`config.mk`:
```
export PLATFORM = sky130hd
export DESIGN_NAME = fibo_sequencer
export DESIGN_NICKNAME = d
export VERILOG_FILES = /design/src/rtl/fibo_sequencer.sv
export SDC_FILE = /design/constraint.sdc
export NUM_CORES = 1
export LEC_CHECK = 0
export CAP_MARGIN = 0
export CORE_ASPECT_RATIO = 0.6
export CORE_MARGIN = 2
export CORE_UTILIZATION = 50
export CTS_CLUSTER_DIAMETER = 60
export DETAILED_ROUTE_END_ITERATION = 16
export PLACE_DENSITY = 0.74
export SLEW_MARGIN = 20
export SYNTH_ARGS = -nofsm -noshare
export SYNTH_HDL_FRONTEND = slang
export SYNTH_SLANG_ARGS = --single-unit
```
`constraint.sdc`:
```
create_clock -name clk -period 1.5 [get_ports clk]
set_input_delay 0.225 -clock clk [delete_from_list [all_inputs] [get_ports clk]]
set_output_delay 0.225 -clock clk [all_outputs]
set_load 0.02 [all_outputs]
```
`src/rtl/fibo_sequencer.sv`:
```
// fibo_sequencer: computes F(n) mod 2^size by sequencing an external combinational ALU.
module fibo_sequencer #(
  parameter int size = 4
) (
  input  logic            clk,
  input  logic            reset_n,
  input  logic            start,
  input  logic [size-1:0] n,
  input  logic [size-1:0] D,
  input  logic            zero_flag,
  output logic [2:0]      opcode,
  output logic [size-1:0] A,
  output logic [size-1:0] B,
  output logic            busy,
  output logic            done,
  output logic [size-1:0] result
);
  typedef enum logic [2:0] {IDLE, LOAD_N, LOAD_ONE, ADD, SHIFT, MOVE, DEC, DONE} state_t;
  state_t state_q, state_d;
  logic [size-1:0] n_q, n_d, cnt_q, cnt_d, f0_q, f0_d, f1_q, f1_d, t_q, t_d, result_q, result_d;
  always_ff @(posedge clk) begin
    if (!reset_n) begin
      state_q  <= IDLE;
      n_q      <= '0;
      cnt_q    <= '0;
      f0_q     <= '0;
      f1_q     <= '0;
      t_q      <= '0;
      result_q <= '0;
    end else begin
      state_q  <= state_d;
      n_q      <= n_d;
      cnt_q    <= cnt_d;
      f0_q     <= f0_d;
      f1_q     <= f1_d;
      t_q      <= t_d;
      result_q <= result_d;
    end
  end
  always_comb begin
    state_d  = state_q;
    n_d      = n_q;
    cnt_d    = cnt_q;
    f0_d     = f0_q;
    f1_d     = f1_q;
    t_d      = t_q;
    result_d = result_q;
    case (state_q)
      IDLE: if (start) begin
        n_d     = n;
        f0_d    = '0;
        state_d = LOAD_N;
      end
      LOAD_N: begin
        cnt_d    = D;
        result_d = zero_flag ? f0_q : result_q;
        state_d  = zero_flag ? DONE : LOAD_ONE;
      end
      LOAD_ONE: begin
        f1_d    = D;
        state_d = ADD;
      end
      ADD: begin
        t_d     = D;
        state_d = SHIFT;
      end
      SHIFT: begin
        f0_d    = D;
        state_d = MOVE;
      end
      MOVE: begin
        f1_d    = D;
        state_d = DEC;
      end
      DEC: begin
        cnt_d    = D;
        result_d = zero_flag ? f0_q : result_q;
        state_d  = zero_flag ? DONE : ADD;
      end
      default: state_d = IDLE;
    endcase
  end
  // Moore decode of the ALU command; unused operands stay 0
  always_comb begin
    opcode = 3'b000;
    A      = '0;
    B      = '0;
    case (state_q)
      LOAD_N:   begin opcode = 3'b111; B = n_q; end
      LOAD_ONE: opcode = 3'b001;
      ADD:      begin opcode = 3'b110; A = f0_q; B = f1_q; end
      SHIFT:    begin opcode = 3'b111; B = f1_q; end
      MOVE:     begin opcode = 3'b100; A = t_q; end
      DEC:      begin opcode = 3'b011; A = cnt_q; end
      default:  opcode = 3'b000;
    endcase
  end
  assign busy   = state_q != IDLE;
  assign done   = state_q == DONE;
  assign result = result_q;
endmodule

```
==> qor.csv <==
stage;metric;value;unit
drt;detailedRoute.firstPassIterationCount;4;
timing;hold_viol_final;0;
setup_path;cp-start-kind;register;
die;die_area;3210;µm²
drt;vias_per_cell;5.50;
timing;layout_setup_ws;-0.196;ns
drt;drtAntennaViolNets;0;
logic_synthesis;ys_types;31;
logic_synthesis;yosys_register_bits;27;
grt;overflow;0;
run_status;status;finished with violations;
power;p_total;2.17;mW
setup_path;path_common_cell;buf_6;
finish;nNetsFinal;206;
run_status;violations;negative setup slack;
timing;period_share;113;%
job;cap_violations;0;
die;core_area;2560;µm²
finish;area_growth_syn_to_layout;48.7;%
logic_synthesis;synth_top_cell_area_share;39.1;%
timing;timing.hold.ws;0.465;ns
clock_tree;cts_max_level;1;
die;die_w;71.9;µm
clock_tree;clk_latency;0.27;ns
clock_tree;clock_path_buffers;2;
placement;dp_cells;207;
power;ir_drop;893;µV
clock_tree;ctsRootBufferMaster;clkbuf_8;
grt;track_usage;25.5;%
setup_path;required;1.27;ns
finish;stdcell_area;2050;µm²
logic_synthesis;syn_inst;140;
finish;fin_util;80.3;%
finish;drive_gt1_share;41.1;%
logic_synthesis;syn_nets;153;
grt;first_global_vias;1252;
setup_path;worst-setup-path-type;reg -> out;
grt;antenna_found_initial;0;
clock_tree;clock-sinks;27;
power;p_seq_share;38.5;%
setup_path;cp_slowest_cell;dfxtp_4;
logic_synthesis;avgSynthCellArea;9.87;µm²
timing;slew_viol_final;0;
die;io_pins;29;
die;num_rows;14;
power;combPwrFrac;41.7;%
logic_synthesis;synth_ff_type;dfxtp_1;
placement;dpl_cell_area;1800;µm²
timing;finalSetupTns;-1.36;ns
clock_tree;numCtsBuffers;3;
drt;post_drt_wl_per_cell;17.2;µm
logic_synthesis;synthTopCellsByArea;dfxtp_1 39%, mux2i_1 17%, nand2_1 7.1%, nor2b_1 5.0%, mux2i_4 3.3%;
drt;wirelength;3860;µm
placement;dpl.hpwl;2420;µm
power;power_leakage;0.880;nW
timing;max_slew_margin;81.1;%
logic_synthesis;syn_area;1380;µm²
die;initial_core_util;54.0;%
logic_synthesis;async_flop_share;0;%
setup_path;crit_buf_inv;3;
finish;diodes;0;
clock_tree;holdBufCountCts;0;
timing;rsz0062_at_grt;true;
power;swShare;33.5;%
setup_path;crit_path_max_fanout;4;
timing;finClkSkew;0.00588;ns
setup_path;worstSetupEndpointType;primary output;
die;die_h;44.7;µm
grt;grt_first_pass_wirelength;6070;µm
placement;place_ws;-0.390;ns
timing;setup_viol;11;
timing;fmax;0.590;GHz
power;power_density;1060;nW/µm²
timing;worst_pin_slew;0.278;ns
placement;gp_congestion;0.754;
power;p_int;1.45;mW
logic_synthesis;yosysTopAreaCell;dfxtp_1;
logic_synthesis;synth-edff-count;0;
clock_tree;cts_tree;built;
placement;port_buffers;28;
logic_synthesis;yosys_warnings;0;
power;clkPwrFrac;19.7;%
drt;num_vias;1232;
logic_synthesis;yosysSeqAreaShare;39.1;%
grt;grt_start_max_net_pins;30;
finish;finalNonFillerCells;224;
setup_path;crit_path_max_incr_delay;0.37;ns
setup_path;crit_family;buffers and inverters;
clock_tree;clkTransAtPathRegs;0.10;ns
drt;initialDrtViolationCount;83;
setup_path;critPathArrivalTime;1.47;ns
setup_path;path_cells;buf_6 -> nor3b_4 -> buf_4 -> nand2_2 -> o21ai_2 -> buf_6;
power;switchingPower;0.728;mW
timing;period_needed;1.70;ns
drt;route.detailed.drc;0;
worst_hold_path;hold_path.class;reg -> reg;
-- synth_stat cells, types with 3 or more instances --
cell / n
dfxtp_1: 27
o22ai_1: 4
nor2b_1: 11
o2bb2ai_1: 4
a22oi_1: 4
buf_2: 3
nand2_1: 26
o21ai_0: 7
mux2i_1: 24
-- area by class of cell --
cell class | count | area, µm²
multi-input cells | 101 | 855
repair buffers | 57 | 548
flip-flops and latches | 27 | 547
fillers | 137 | 503
clock buffers | 3 | 41.3
well taps | 32 | 40.0
inverters | 3 | 16.3
clock inverters | 1 | 7.51
-- routing by layer --
| layer | vias to the layer above | global-route usage (%) | wire length [µm] |
|---|---|---|---|
| li1 | 595 | - | - |
| met1 | 608 | 33.5 | 1800 |
| met2 | 25 | 43.5 | 1870 |
| met3 | 4 | 5.36 | 132 |
| met4 | 0 | 7.55 | 48 |
| met5 | - | 0 | 0 |
-- worst reg2reg max path, stage by stage (launching register included) --
cell	delay, ns
dfxtp_4	0.37
buf_6	0.13
buf_4	0.14
nor4b_4	0.26
buf_6	0.16
mux2i_1	0.22
nor2b_1	0.06
-- path summary, 6_finish.rpt --
path / startpoint / endpoint / slack (ns) / cells past startpoint
min reg2reg: result[1] / result[1] / 0.47 / 2
max: state_q[0] / B[0] / -0.20 / 6
max reg2reg: state_q[0] / n_q[0] / 0.04 / 6
min: result[1] / result[1] / 0.47 / 2
-- power by group through the flow --
stage | logic (mW) | registers (mW) | clock network, mW
after detailed placement | 0.717 | 0.836 | 0
after global routing | 0.960 | 0.844 | 0.460
after global placement | 0.699 | 0.832 | 0
after floorplan | 0.470 | 0.825 | 0
final | 0.908 | 0.838 | 0.429
after CTS | 0.842 | 0.830 | 0.431
-- cell families (layout without fill, tap and decap cells) --
family,after synthesis,in the layout,synth area share (%)
AND/OR/NAND/NOR,49,49,20.6
multiplexers,26,26,20.7
flip-flops,27,27,39.1
buffers and inverters,12,64,5.53
adder cells (fa/ha/maj),1,1,0.906
AO/OA/AOI/OAI,25,25,13.2
-- state kept, by name, indices dropped and copies added (netlist names) --
| name | flops |
|---|---|
| result | 4 |
| cnt_q | 4 |
| f1_q | 4 |
| n_q | 4 |
| state_q | 3 |
| t_q | 4 |
| f0_q | 4 |
-- layout by cell type, fill, tap and decap left out, types with 3 or more instances in the layout --
cell type        netlist  layout
o21ai_2                0       3
nor2b_1               11      10
a22oi_2                0       4
nand2_2                0       4
nand2_1               26      22
o21ai_0                7       3
buf_4                  2      19
mux2i_1               24      24
dfxtp_1               27      24
clkdlybuf4s50_1        0      15
buf_6                  2      20
clkbuf_8               0       3
o22ai_1                4       4
o2bb2ai_2              0       4
-- timing repair --
item,CTS,global route
gates resized for setup,96,20
setup endpoints to repair,13,19
setup buffers,10,2
pin swaps,5,3
cloned,1,0
(Power assumes the default switching activity.)
